--- config.mk ---
export PLATFORM = sky130hd
export DESIGN_NAME = sub_seq_ctrl
export DESIGN_NICKNAME = d
export VERILOG_FILES = /design/src/rtl/sub_seq_ctrl.sv
export SDC_FILE = /design/constraint.sdc
export NUM_CORES = 1
export LEC_CHECK = 0
export CAP_MARGIN = 25
export CORE_ASPECT_RATIO = 0.6
export CORE_UTILIZATION = 35
export DETAILED_ROUTE_END_ITERATION = 10
export REMOVE_ABC_BUFFERS = 1
export SLEW_MARGIN = 30
export SYNTH_ARGS = -nofsm -noshare
export SYNTH_HDL_FRONTEND = slang
export SYNTH_SLANG_ARGS = --single-unit
--- constraint.sdc ---
create_clock -name clk -period 2.1 [get_ports clk]
set_input_delay 0.21 -clock clk [delete_from_list [all_inputs] [get_ports clk]]
set_output_delay 0.21 -clock clk [all_outputs]
set_load 0.02 [all_outputs]
--- src/rtl/sub_seq_ctrl.sv ---
// Wide subtract sequencer: streams W=16*WORDS operands one 16-bit word per cycle through a shared subtractor, LSW first, borrow chained.
// Latency: rsp_valid rises WORDS edges after the accepting edge (WORDS RUN cycles, then DONE); WORDS+2 cycles per op with rsp_ready held high.
// Backpressure: DONE holds results stable until rsp_ready; req_ready is low outside IDLE (SUB_SEQ_BACK2BACK_EN: follows rsp_ready in DONE).
module sub_seq_ctrl #(
    parameter int WORDS = 2
) (
    input  logic                clk,
    input  logic                rst_n,
    input  logic                req_valid,
    output logic                req_ready,
    input  logic [16*WORDS-1:0] req_a,
    input  logic [16*WORDS-1:0] req_b,
    input  logic                req_bin,
    output logic [15:0]         dp_a,
    output logic [15:0]         dp_b,
    output logic                dp_bin,
    input  logic [15:0]         dp_diff,
    input  logic                dp_bout,
    output logic                dp_clk_en,
    output logic                rsp_valid,
    input  logic                rsp_ready,
    output logic [16*WORDS-1:0] rsp_diff,
    output logic                rsp_bout,
    output logic                rsp_zero,
    output logic                rsp_ovf
);

    localparam int W  = 16 * WORDS;
    localparam int IW = (WORDS > 1) ? $clog2(WORDS) : 1;

    typedef enum logic [1:0] {IDLE, RUN, DONE} state_t;

    state_t          state, state_nxt;
    logic [IW-1:0]   idx;
    logic [W-1:0]    a_reg, b_reg, res_reg;
    logic            borrow_reg, zero_acc;
    logic [15:0]     dp_a_q, dp_b_q;
    logic            dp_bin_q;
    logic [15:0]     word_a, word_b;
    logic [IW+3:0]   bit_ofs;
    logic            last_word, accept, in_run;

    assign bit_ofs   = {idx, 4'b0000};
    assign word_a    = 16'(a_reg >> bit_ofs);
    assign word_b    = 16'(b_reg >> bit_ofs);
    assign last_word = (idx == IW'(WORDS - 1));
    assign in_run    = (state == RUN);
    assign accept    = req_valid & req_ready;

    // Datapath operands track the current word in RUN and freeze otherwise so the gated datapath sees no toggling.
    assign dp_a   = in_run ? word_a     : dp_a_q;
    assign dp_b   = in_run ? word_b     : dp_b_q;
    assign dp_bin = in_run ? borrow_reg : dp_bin_q;

    assign rsp_diff = res_reg;
    assign rsp_bout = borrow_reg;
    assign rsp_zero = zero_acc;
    assign rsp_ovf  = (a_reg[W-1] != b_reg[W-1]) & (res_reg[W-1] != a_reg[W-1]);

    // State register.
    always_ff @(posedge clk or negedge rst_n) begin
        if (!rst_n) state <= IDLE;
        else        state <= state_nxt;
    end

    // Next-state and handshake/gating outputs; req_ready is forced low while reset is asserted.
    always_comb begin
        state_nxt = state;
        req_ready = 1'b0;
        dp_clk_en = 1'b0;
        rsp_valid = 1'b0;
        case (state)
            IDLE: begin
                req_ready = rst_n;
                if (req_valid) state_nxt = RUN;
            end
            RUN: begin
                dp_clk_en = 1'b1;
                if (last_word) state_nxt = DONE;
            end
            DONE: begin
                rsp_valid = 1'b1;
`ifdef SUB_SEQ_BACK2BACK_EN
                req_ready = rsp_ready;
                if (rsp_ready) state_nxt = req_valid ? RUN : IDLE;
`else
                if (rsp_ready) state_nxt = IDLE;
`endif
            end
            default: state_nxt = IDLE;
        endcase
    end

    // Operand capture on accept; per-word result, borrow chain and zero tracking while running.
    always_ff @(posedge clk or negedge rst_n) begin
        if (!rst_n) begin
            a_reg      <= '0;
            b_reg      <= '0;
            res_reg    <= '0;
            borrow_reg <= 1'b0;
            zero_acc   <= 1'b0;
            idx        <= '0;
            dp_a_q     <= '0;
            dp_b_q     <= '0;
            dp_bin_q   <= 1'b0;
        end else if (accept) begin
            a_reg      <= req_a;
            b_reg      <= req_b;
            borrow_reg <= req_bin;
            zero_acc   <= 1'b1;
            idx        <= '0;
        end else if (in_run) begin
            res_reg    <= (res_reg & ~(W'(16'hFFFF) << bit_ofs)) | (W'(dp_diff) << bit_ofs);
            borrow_reg <= dp_bout;
            zero_acc   <= zero_acc & (dp_diff == 16'h0000);
            idx        <= last_word ? '0 : idx + 1'b1;
            dp_a_q     <= word_a;
            dp_b_q     <= word_b;
            dp_bin_q   <= borrow_reg;
        end
    end

endmodule
==> results of run 1 <==
[per-stage QoR]
step	TNS (ps)	area, um^2	std cells	power, uW
global placement	0	7410	759	11430
floorplan	-114060	5448	389	8521
global route	0	7965	791	15080
finish	0	7965	791	14130
CTS	0	7988	791	14330
detailed placement	0	7410	759	11600
[power breakdown]
part           total [uW]  switching [uW]  internal [uW]
registers            4530             614           3920
logic                6540            3420           3120
clock network        3060            1080           1980
[how the worst max path moves through the flow]
stage               end  slack (ps)  cells after the start
2_1_floorplan  register        -850                      4
3_3_place_gp    dp_b[0]         190                      4
3_5_place_dp    dp_b[0]         150                      4
4_1_cts         dp_b[7]          30                      4
5_1_grt        dp_b[14]           1                      5
6_report       dp_b[14]          70                      4
[cell usage after synthesis, drive strengths merged]
| master | count | area (um^2) |
|---|---|---|
| mux2 | 96 | 1141 |
| nand2 | 38 | 150.1 |
| nor2 | 4 | 22.52 |
| nor4 | 4 | 25.02 |
| nand3b | 1 | 7.510 |
| nand2b | 3 | 18.77 |
| and4bb | 1 | 12.51 |
| buf | 19 | 141.4 |
| nor3b | 1 | 7.510 |
| xnor2 | 1 | 8.760 |
| dfrtp | 134 | 3353 |
| a21oi | 1 | 5.000 |
| nand4 | 1 | 6.260 |
| clkbuf | 6 | 22.52 |
| inv | 3 | 13.77 |
| o21ai | 67 | 335.3 |
| mux2i | 34 | 340.3 |
[logic make-up after synthesis]
kind of cell | Yosys count | share of synthesized area [%]
flops | 134 | 59.75
mux | 130 | 26.40
xor+xnor | 1 | 0.1561
simple gates | 53 | 4.459
buf+inv | 28 | 3.166
compound gates | 68 | 6.065
[per-layer routing]
layer	wire length (um)	share of wire, %	track usage, %	vias to the layer above
met5	0	0	0	-
met4	80	0.62	4.825	0
met3	1205	9.3	7.397	8
met2	5327	41	22.88	97
met1	6355	49	24.24	1858
li1	-	-	-	1782
[what timing repair did]
action | in CTS | in global routing
gates resized for setup | 35 | 32
hold endpoints to repair | 77 | 0
setup endpoints to repair | 34 | 15
hold buffers | 1 | 0
[cell type report]
class | instances | area, um^2
fillers | 1353 | 7537
repair buffers | 168 | 1640
flip-flops and latches | 134 | 3354
multi-input cells | 252 | 2092
clock inverters | 13 | 181.4
well taps | 203 | 254.0
clock buffers | 18 | 429.2
inverters | 3 | 13.76
[worst max-delay path, cell delays in order, from the launching register on]
cell           delay [ps]
dfrtp_1               420
nand2b_4              180
buf_12                190
o21ai_0               240
dlygate4sd2_1         370
==> results.md, run 1 <==
- Fin crit share: 96.67%
- Largest net degree at the start of global routing: 58
- Post-DP HPWL: 9069 um
- Hold Path Cell Cnt: 3
- Layout cell share with drive strength beyond 1: 25.85%
- Worst-Margin Slew: 736.9 ps
- Syn_area_per_cell: 13.55 um^2
- GRT Util Overall: 16.92%
- Worst slew margin: 50.88%
- Hold endpoint: rsp_bout
- Hold Crit Start: req_bin
- CTS sink count: 134
- Commonest non-fill, non-tap cell in the layout: dfrtp_1
- Vias in the first global route: 3922
- Worst-path clk slew: 60 ps
- Startpoint Class: register
- Post-CTS Setup Bufs: 0
- Placer Congestion: 0.7758
- Final setup fails: 0
- CP endpoint kind: output pin
- Pins Over Slew Limit: 0
- Clk_lat worst skew: 410 ps
- Die width: 165.5 um
- Post-synthesis register bit count: 134
- RSZ-0062 raised after global routing: no
- CP Max Fanout: 57
- Area of the core: 15500 um^2
- Post-synth cell types: 24
- Finished Core Util: 51.38%
- Area growth, synth to finish: 41.94%
- Antenna-violating nets left: 0
- Drt pass-1 iters: 7
- Reg2reg start: state[0]
- Reg2reg path depth: 3
- Outcome: complete, but fails checks
- FF-to-FF End: a_reg[26]
- Pre-CTS setup slack: 150.8 ps
- Synth Warn #: 0
- Critical path class: register to output pin
- Total gr overflow: 0
- Crit path time final: 2030 ps
- Site Rows: 35
- Gate Count Post-Synth: 414
- Clock root cell: clkbuf_16
- Max-cap violations: 0
- Wirelength per Cell: 16.40 um
- WP data arrival: 1820 ps
- Die height: 100.1 um
- Worst hold slack: 393.9 ps
- Worst VDD drop: 693.5 uV
- Most frequent cells in the layout: dfrtp_1 (133), clkdlybuf4s50_1 (121), mux2_2 (80)
- Vias per inst: 4.735
- Worst Skew: 7.102 ps
- Via count: 3745
- # DRC: 22
- H-tree depth: 4
- Worst Slack Setup Final: 69.98 ps
- # port buffers: 156
- Critical Path Source: state[1]
- Initial antenna violation count: 0
- Deepest clock path buffer count: 2
- Initial core utilization: 36.20%
- Hold Path Class: primary input to register
- Die area: 16560 um^2
- First-pass GRT wire length: 21020 um
- Mapped cell area: 5612 um^2
- Register area share after synthesis: 59.75%
- R2R setup slack: 480 ps
- Nets: 662
- # diodes: 0
- Num CTS Buffers: 17
- Final number of hold-violating endpoints: 0
- Final WL: 12970 um
- Leakage: 0.003470 uW
- Num ports: 157
- Initial DRC Count: 220
- Failing checks: design-rule violations
- Fmax: 492.6 MHz
- Crit path required time: 1890 ps
- CTS tree: yes
- P per Cell Area: 1774 nW/um^2
(Power assumes the default switching activity.)
==> inputs of run 2 (changes only) <==
- CORE_UTILIZATION: 35 -> 48
- PLACE_DENSITY: unset -> 0.8
==> run 2 against run 1 <==
- the flow now finishes without violations
- sequential cell count stayed put
- global-route usage is 6.1 points higher
- routed wire length is 0.25% higher
- critical path type unchanged
- cell count is 5.4% lower
- first-iteration DRC count is 7.7% higher
- setup slack worse by 16 ps
- combinational power hardly changed
- critical endpoint is now dp_a[13]
==> results.md, run 2 (synthesis gave the netlist of run 1 again) <==
- Outcome: complete, no violations
- GR Layer Usage met1: 32.52% (+8.3 points)
- Placer Congestion: 0.7962 (+2.6%)
- H-tree depth: 4 (unchanged)
- RSZ-0062 raised after global routing: yes
- Most frequent cells in the layout: dfrtp_1 (133), clkdlybuf4s50_1 (121), mux2_2 (80)
- Hold Crit Start: req_a[10]
- Worst Skew: 7.646 ps (+0.5434 ps)
- Max-cap violations: 0 (unchanged)
- Initial DRC Count: 237 (+7.7%)
- Clock power share: 21.2% (-0.4 points)
- Fillers: 816 (-40%)
- Antenna-violating nets left: 0 (unchanged)
- Wirelength per Cell: 17.38 um (+6.0%)
- WP buf/inv: 2 (unchanged)
- Met2 Resource Use GR: 33.54% (+11 points)
- Num ports: 157 (unchanged)
- Pins Over Slew Limit: 0 (unchanged)
- Largest net degree at the start of global routing: 61 (+5.2%)
- # DRC: 0 (-100%)
- Initial core utilization: 49.50% (+13 points)
- Die height: 85.76 um (-14%)
- Clock root cell: clkbuf_16
- Area growth, synth to finish: 40.27%
- Sw Share: 36.93% (+0.71 points)
- Fin crit share: 97.42% (+0.75 points)
- Final WL: 13000 um (+0.25%)
- Startpoint Class: register
- Leakage: 0.003428 uW (-1.2%)
- Initial antenna violation count: 0 (unchanged)
- First-pass GRT wire length: 21110 um (+0.43%)
- Top delay family on crit path: buffers and inverters
- Vias in the first global route: 4041 (+3.0%)
- Die width: 141.6 um (-14%)
- Hold Path Class: primary input to register
- Worst slew margin: 49.28% (-1.6 points)
- Worst-path clk slew: 60 ps (about the same)
- Finished Core Util: 69.44% (+18 points)
- Hold endpoint: a_reg[10]
- Site Rows: 30 (-14%)
- Area of the core: 11340 um^2 (-27%)
- Vias per inst: 5.130 (+8.3%)
- Via count: 3837 (+2.5%)
- Slowest stage cell, crit path: dfrtp_1
- CP endpoint kind: output pin
- Worst-Margin Slew: 760.8 ps (+23.97 ps)
- Internal Power: 8902 uW (-1.2%)
- Grt met3 use: 7.594% (+0.20 points)
- Deepest clock path buffer count: 2 (unchanged)
- GRT Util Overall: 22.98% (+6.1 points)
- Worst VDD drop: 842.3 uV (+21%)
- # port buffers: 156 (unchanged)
- Drt pass-1 iters: 4 (-3)
- Num CTS Buffers: 17 (unchanged)
- Crit path required time: 1890 ps (about the same)
- Post-route design area: 7871 um^2 (-1.2%)
- Reg2reg start: state[1]
- CTS tree: yes
- Final setup fails: 0 (unchanged)
- Clk_lat worst skew: 400 ps (about the same)
- CP Max Fanout: 60 (+5.3%)
- R2R setup slack: 290 ps (-190 ps)
- Combinational power share: 46.5% (+0.2 points)
- Reg2reg path depth: 4 (+1)
- Share of power burned in registers: 32.3% (+0.2 points)
- Final number of hold-violating endpoints: 0 (unchanged)
- Total chip power: 14110 uW (-0.11%)
- Post-DP HPWL: 9060 um (-0.10%)
- P per Cell Area: 1793 nW/um^2 (+1.1%)
- Die area: 12140 um^2 (-27%)
- Commonest non-fill, non-tap cell in the layout: dfrtp_1
- GRT Max-Usage Layer: met2
- CTS sink count: 134 (unchanged)
- Hold Path Cell Cnt: 2 (-1)
- Total gr overflow: 0 (unchanged)
- Max incr delay on CP: 410 ps (about the same)
- Fmax: 488.8 MHz (-0.77%)
- Net switching power: 5213 uW (+1.8%)
- Crit-path cells: nand2b_2, buf_12, o21ai_0, clkdlybuf4s15_1
- WP data arrival: 1840 ps (+20 ps)
- Placed Area: 7352 um^2 (-0.78%)
- Layout cell share with drive strength beyond 1: 27.38% (+1.5 points)
- Nets: 661 (-0.15%)
- # diodes: 0 (unchanged)
- Crit path time final: 2046 ps (+15.76 ps)
- Critical path class: register to output pin
[run 2: cell types whose count changed in the layout (fill, tap and decap cells not counted), sizes merged]
cell / change
dlygate4sd2: -13
clkdlybuf4s15: +5
clkinvlp: +1
inv: -1
dlygate4sd1: -1
buf: -1
bufinv: -1
clkbuf: +11
[run 2: per-stage QoR]
step | setup slack [ps] | cells | TNS [ps] | hold slack (ps)
floorplan | -848.4 | 389 | -114060 | -85.59
global placement | 153.2 | 715 | 0 | 293.7
detailed placement | 110.3 | 715 | 0 | 314.2
CTS | 1.350 | 748 | 0 | 394.1
global route | -40.57 | 748 | -118.1 | 401.8
finish | 54.22 | 748 | 0 | 416.2
[run 2: worst max path at each step]
stage / slack (ps) / cells after the start / startpoint / end
after floorplan: -850 / 4 / state[1] / register
after global placement: 150 / 4 / state[1] / dp_b[7]
final: 50 / 4 / state[1] / dp_a[13]
after CTS: 1 / 4 / state[1] / dp_b[8]
after detailed placement: 110 / 4 / state[1] / dp_b[7]
after global routing: -40 / 5 / state[1] / dp_b[1]
[run 2: metal layers]
metal,wire length (um),part of all wire [%]
met5,0,0
met4,131,1.0
met3,914,7.0
met2,5658,44
met1,6296,48
[run 2: what timing repair did]
action | in CTS | in global routing
hold endpoints to repair | 74 | 0
setup buffers | 0 | 0
endpoints found under the setup margin | 34 | 28
hold buffers | 1 | 0
resized for setup | 37 | 61
[run 2: final cells by class]
class	instances	area, um^2	area share, %
Clock buffer	20	446.7	5.675
Multi-Input combinational cell	252	2087	26.51
Timing Repair Buffer	167	1615	20.52
Tap cell	160	200.2	2.543
Inverter	3	13.76	0.1749
Sequential cell	134	3354	42.62
Clock inverter	12	153.9	1.955
[run 2: power groups by stage]
stage	Clock [uW]	Combinational, uW	Sequential, uW
finish	2990	6570	4560
global route	3160	7060	4720
CTS	3040	6640	4560
detailed placement	0	7010	4590
global placement	0	6850	4500
floorplan	0	3560	4960
